$ cat config.mk
export PLATFORM = sky130hd
export DESIGN_NAME = cacheline_adaptor
export DESIGN_NICKNAME = d
export VERILOG_FILES = /design/src/rtl/cacheline_adaptor.sv
export SDC_FILE = /design/constraint.sdc
export NUM_CORES = 1
export LEC_CHECK = 0
export BUFFER_PORTS_ARGS = -buffer_cell sky130_fd_sc_hd__buf_2
export CAP_MARGIN = 20
export CELL_PAD_IN_SITES_DETAIL_PLACEMENT = 0
export CELL_PAD_IN_SITES_GLOBAL_PLACEMENT = 1
export CORE_AREA = 2 2 275 277
export CTS_CLUSTER_SIZE = 10
export DETAILED_ROUTE_END_ITERATION = 10
export DIE_AREA = 0 0 277 279
export HOLD_SLACK_MARGIN = 0.08
export PLACE_DENSITY_LB_ADDON = 0.1
export SLEW_MARGIN = 5
export SYNTH_ARGS = -nofsm -noshare
export SYNTH_HDL_FRONTEND = slang
export SYNTH_SLANG_ARGS = --single-unit
export TNS_END_PERCENT = 10
$ cat constraint.sdc
create_clock -name clk -period 4.6 [get_ports clk]
set_input_delay 0.92 -clock clk [delete_from_list [all_inputs] [get_ports clk]]
set_output_delay 0.92 -clock clk [all_outputs]
set_load 0.02 [all_outputs]
$ cat src/rtl/cacheline_adaptor.sv
`default_nettype none
// ============================================================================
// Module      : cacheline_adaptor
// Description : Bridges whole cache lines to a beat-wide burst memory port,
//               handling line fills (reads) and writebacks (writes).
// Revision    : 1.0 - initial release
// ============================================================================
module cacheline_adaptor #(
  parameter int s_line  = 256,
  parameter int s_burst = 64
) (
  input  logic               clk,
  input  logic               rst,

  input  logic [s_line-1:0]  line_i,
  output logic [s_line-1:0]  line_o,
  input  logic [31:0]        address_i,
  input  logic               read_i,
  input  logic               write_i,
  output logic               resp_o,

  input  logic [s_burst-1:0] burst_i,
  output logic [s_burst-1:0] burst_o,
  output logic [31:0]        address_o,
  output logic               read_o,
  output logic               write_o,
  input  logic               resp_i
);

  localparam int n_beats = s_line / s_burst;
  localparam int c_cnt_w = $clog2(n_beats);
  localparam int c_offs  = $clog2(s_line / 8);

  localparam logic [31:0]        c_addr_mask = ~((32'd1 << c_offs) - 32'd1);
  localparam logic [c_cnt_w-1:0] c_last      = c_cnt_w'(n_beats - 1);
  localparam logic [c_cnt_w-1:0] c_one       = c_cnt_w'(1);

  localparam logic [1:0] c_IDLE    = 2'd0;
  localparam logic [1:0] c_RD_BEAT = 2'd1;
  localparam logic [1:0] c_WR_BEAT = 2'd2;
  localparam logic [1:0] c_DONE    = 2'd3;

  logic [1:0]         r_state;
  logic [c_cnt_w-1:0] r_cnt;
  logic [s_line-1:0]  r_wr_line;
  logic [s_burst-1:0] r_fill [n_beats];
  logic [s_burst-1:0] w_wr_beat [n_beats];
  logic [c_cnt_w-1:0] w_cnt_nxt;
  logic               w_rd_ack;
  logic               w_wr_ack;

  assign w_cnt_nxt = r_cnt + c_one;
  assign w_rd_ack  = (r_state == c_RD_BEAT) && resp_i;
  assign w_wr_ack  = (r_state == c_WR_BEAT) && resp_i;

  // Each beat slot of the filled line is its own register so that only the
  // addressed slot loads; the rest hold across gaps and between reads.
  generate
    for (genvar b = 0; b < n_beats; b++) begin : g_beat
      assign w_wr_beat[b] = r_wr_line[b*s_burst +: s_burst];
      assign line_o[b*s_burst +: s_burst] = r_fill[b];

      always_ff @(posedge clk) begin
        if (rst) begin
          r_fill[b] <= '0;
        end else if (w_rd_ack && (r_cnt == c_cnt_w'(b))) begin
          r_fill[b] <= burst_i;
        end
      end
    end
  endgenerate

  // Outputs are loaded alongside the state transition so they line up with
  // the state they belong to while staying purely registered.
  always_ff @(posedge clk) begin
    if (rst) begin
      r_state   <= c_IDLE;
      r_cnt     <= '0;
      r_wr_line <= '0;
      burst_o   <= '0;
      address_o <= '0;
      read_o    <= 1'b0;
      write_o   <= 1'b0;
      resp_o    <= 1'b0;
    end else begin
      case (r_state)
        c_IDLE: begin
          resp_o <= 1'b0;
          if (write_i) begin
            r_state   <= c_WR_BEAT;
            r_cnt     <= '0;
            r_wr_line <= line_i;
            burst_o   <= line_i[s_burst-1:0];
            address_o <= address_i & c_addr_mask;
            write_o   <= 1'b1;
          end else if (read_i) begin
            r_state   <= c_RD_BEAT;
            r_cnt     <= '0;
            address_o <= address_i & c_addr_mask;
            read_o    <= 1'b1;
          end
        end

        c_RD_BEAT: begin
          if (w_rd_ack) begin
            if (r_cnt == c_last) begin
              r_state <= c_DONE;
              read_o  <= 1'b0;
              resp_o  <= 1'b1;
            end else begin
              r_cnt <= w_cnt_nxt;
            end
          end
        end

        c_WR_BEAT: begin
          if (w_wr_ack) begin
            if (r_cnt == c_last) begin
              r_state <= c_DONE;
              write_o <= 1'b0;
              resp_o  <= 1'b1;
            end else begin
              r_cnt   <= w_cnt_nxt;
              burst_o <= w_wr_beat[w_cnt_nxt];
            end
          end
        end

        c_DONE: begin
          r_state <= c_IDLE;
          r_cnt   <= '0;
          resp_o  <= 1'b0;
        end

        default: begin
          r_state <= c_IDLE;
          r_cnt   <= '0;
          read_o  <= 1'b0;
          write_o <= 1'b0;
          resp_o  <= 1'b0;
        end
      endcase
    end
  end

endmodule
`default_nettype wire
==> metrics.csv <==
stage,metric,value,unit
logic_synthesis,synth_adder_area_share,0.4679,%
drt,drt.antenna.violating_nets,0,
cells_and_area,area_delta_synth_final,27.21,%
sta,worst_pin_slew,1.078,ns
logic_synthesis,async_reset_ff_share,0,%
sta,fin_setup_tns,0,ns
logic_synthesis,synth_top_area_share,31.94,%
logic_synthesis,synth_top_cell_by_area,edfxtp_1,
clocking,tritoncts,done,
clocking,htree_levels,3,
drt,vias,18784,
sta,fin_crit,2.948,ns
clocking,cts_sinks,610,
logic_synthesis,seq_area_frac_synth,61.39,%
clocking,cts_inserted_buffers,74,
logic_synthesis,synthFlopType,dfxtp_1,
drt,drt_iter0_drc,1060,
clocking,clk_pin_slew,0.05,ns
clocking,hold_buffers,0,
min_path,hold_path_class,flip-flop to flip-flop,
sta,max_slew_margin,28.16,%
clocking,ctsRootBufferMaster,clkbuf_16,
logic_synthesis,yosys.area_share.simple,20.13,%
sta,setup-violations-final,0,
cells_and_area,drive_gt1_share,30.45,%
sta,drv_slew,0,
sta,timing.hold.ws,0.4494,ns
global_routing,grt_pass1_vias,18493,
logic_synthesis,yosysWarningCount,0,
logic_synthesis,synth_mux_area_share,6.067,%
clocking,cts_post_setup_buffers_inserted,0,
clocking,cts.path.max_buffers,3,
logic_synthesis,ys_seq_elements,610,
worst_setup_path,startpoint_type,flip-flop,
logic_synthesis,syn_area,0.02407,sq mm
drt,drt_wl_total,82790,microns
place,dp_hpwl,56270,microns
logic_synthesis,synth-compound-area-share,8.448,%
power,power_density,547.6,mW/mm^2
drt,wl_met2,41730,microns
worst_setup_path,path_max_fanout,26,
job,max_cap_violations,0,
die,ios,712,
die,die-area,0.07728,sq mm
global_routing,grt_overflow,0,
sta,skew,0.02874,ns
power,p_leak,0.01269,uW
logic_synthesis,syn_inst,2280,
global_routing,antenna_found_initial,51,
global_routing,grt_max_degree,167,
global_routing,grt_pass1_wl,121400,microns
drt,wl_per_cell,21.01,microns
drt,m1WireLength,32130,microns
place,place_congestion,0.7969,
logic_synthesis,syn_avg_cell_area,10.56,sq um
drt,drtPass1Iterations,5,
sta,finalHoldViolCount,0,
sta,rsz0062_at_grt,false,
drt,drc_errors,0,
logic_synthesis,synth_edf_count,256,
sta,timing.fmax,0.3392,GHz
drt,routed_via_density,4.768,
die,fp-row-count,100,
drt,top_layer,met5,
cells_and_area,nNetsFinal,3278,
worst_setup_path,critPathArrivalTime,3.43,ns
sta,period_share,64.09,%
logic_synthesis,synth.area.top_cells,"edfxtp_1 (32%), dfxtp_1 (29%), nand2_1 (8.9%)",
place,io_buffers,701,
logic_synthesis,yosysUniqueCellTypes,38,
die,start_util,32.49,%
die,die_y,279,microns
logic_synthesis,synth_xor_area_share,0,%
die,die_x,277,microns
clocking,clk_latency,0.61,ns
global_routing,track_usage,20.82,%
drt,wl_met3,6649,microns
power,ir_drop,325.8,uV
die,core_region_area,0.07407,sq mm
worst_setup_path,cp.required,5.08,ns
logic_synthesis,synth_top_family_by_area,simple AND/OR/NAND/NOR gates,
clocking,cts-resized-gates,0,
status,status,"finished, final reports clean",
worst_setup_path,crit_path_end_kind,flip-flop,
worst_setup_path,crit_type,flip-flop to flip-flop,
## cell usage after synthesis (2+ instances only)
| library cell | instances |
|---|---|
| a311oi_1 | 3 |
| nand2_1 | 569 |
| nor2_1 | 76 |
| nand3_1 | 3 |
| and4b_1 | 2 |
| and2_1 | 257 |
| nand2b_1 | 6 |
| nor3_1 | 64 |
| ha_1 | 9 |
| a21oi_1 | 285 |
| edfxtp_1 | 256 |
| clkbuf_1 | 99 |
| a31o_2 | 2 |
| mux2i_1 | 3 |
| a211oi_1 | 65 |
| dfxtp_1 | 354 |
| nor2b_1 | 64 |
| inv_1 | 5 |
| a211o_1 | 2 |
| buf_6 | 4 |
| buf_1 | 8 |
| buf_2 | 54 |
| mux4_2 | 63 |
| buf_4 | 13 |
## critical path: stages (launching register included)
cell	delay, ns
dfxtp_4	0.60
inv_1	0.19
ha_4	0.67
buf_4	0.41
mux4_2	0.54
a211oi_1	0.31
nor3_1	0.08
## metrics by stage
stage	area (sq um)	total power [uW]	utilization, %	instances	setup WS (ns)
6_report	30610	16760	41.33	3940	1.652
5_1_grt	30610	17690	41.32	3938	1.443
4_1_cts	30570	17040	41.27	3921	1.591
3_5_place_dp	28420	11650	38.38	3805	1.572
3_3_place_gp	28420	11590	38.38	3805	1.617
2_1_floorplan	24080	9965	-	2284	1.113
## worst paths after layout
path | startpoint | to | slack [ns] | cells past startpoint
setup reg to reg | r_cnt[0]$_SDFFE_PP0P_ | burst_o[48]$_SDFFE_PP0P_ | 1.65 | 6
hold reg to reg | r_wr_line[186]$_SDFFE_PP0P_ | r_wr_line[186]$_SDFFE_PP0P_ | 0.45 | 2
hold / removal | r_wr_line[186]$_SDFFE_PP0P_ | r_wr_line[186]$_SDFFE_PP0P_ | 0.45 | 2
setup / recovery | r_cnt[0]$_SDFFE_PP0P_ | burst_o[48]$_SDFFE_PP0P_ | 1.65 | 6
## cells by family after synthesis
family | Yosys count
fa+ha+maj | 9
compound gates | 365
mux | 67
simple gates | 1044
buf+inv | 184
other cells | 1
flops | 610
## power breakdown
group | internal, uW | switching, uW
logic | 1510 | 2970
clock network | 3090 | 2240
registers | 6530 | 415
total | 11100 | 5630
## metal layers
layer	vias to the layer above	global-route usage, %
met2	583	36.23
met4	46	7.288
met5	-	0
met3	162	6.978
li1	9016	-
met1	8977	23.87
## area by class of cell
type                       instances  area, sq um
inverter                           5        18.77
timing repair buffer             731         3844
fill                            7394        43460
multi-input combinational       1490         8572
antenna                           19        47.55
tap                              969         1212
clock inverter                    12        126.4
clock buffer                     104         2016
sequential                       610        14780
## layout by cell type (no fill, tap or decap), types with 2 or more instances in the layout
cell | Yosys | layout
conb_1 | 1 | 5
and2_1 | 257 | 256
inv_1 | 5 | 5
nand2b_4 | 0 | 2
buf_12 | 0 | 8
clkbuf_1 | 99 | 26
clkbuf_16 | 0 | 75
dfxtp_1 | 354 | 353
clkinv_2 | 0 | 3
buf_4 | 13 | 22
buf_2 | 54 | 700
clkinv_8 | 0 | 2
nor2_4 | 0 | 2
nor3_1 | 64 | 64
nand3_1 | 3 | 3
nand2b_1 | 6 | 4
clkbuf_8 | 0 | 3
mux2i_1 | 3 | 3
diode_2 | 0 | 19
a211oi_1 | 65 | 64
nor2b_1 | 64 | 64
nor2_1 | 76 | 74
ha_4 | 0 | 2
mux4_2 | 63 | 63
a31o_4 | 0 | 2
inv_6 | 0 | 2
ha_1 | 9 | 7
clkinv_1 | 0 | 3
edfxtp_1 | 256 | 256
a21oi_1 | 285 | 285
and4b_2 | 0 | 2
nand2_1 | 569 | 568
a311oi_1 | 3 | 3
## sequential cells by signal, summed over array words and instances, names as in the netlist
name / count
read_o: 1
r_state: 2
r_cnt: 2
address_o: 27
r_wr_line: 256
resp_o: 1
r_fill: 256
write_o: 1
burst_o: 64
No activity file was read; power rests on OpenSTA's default activity.
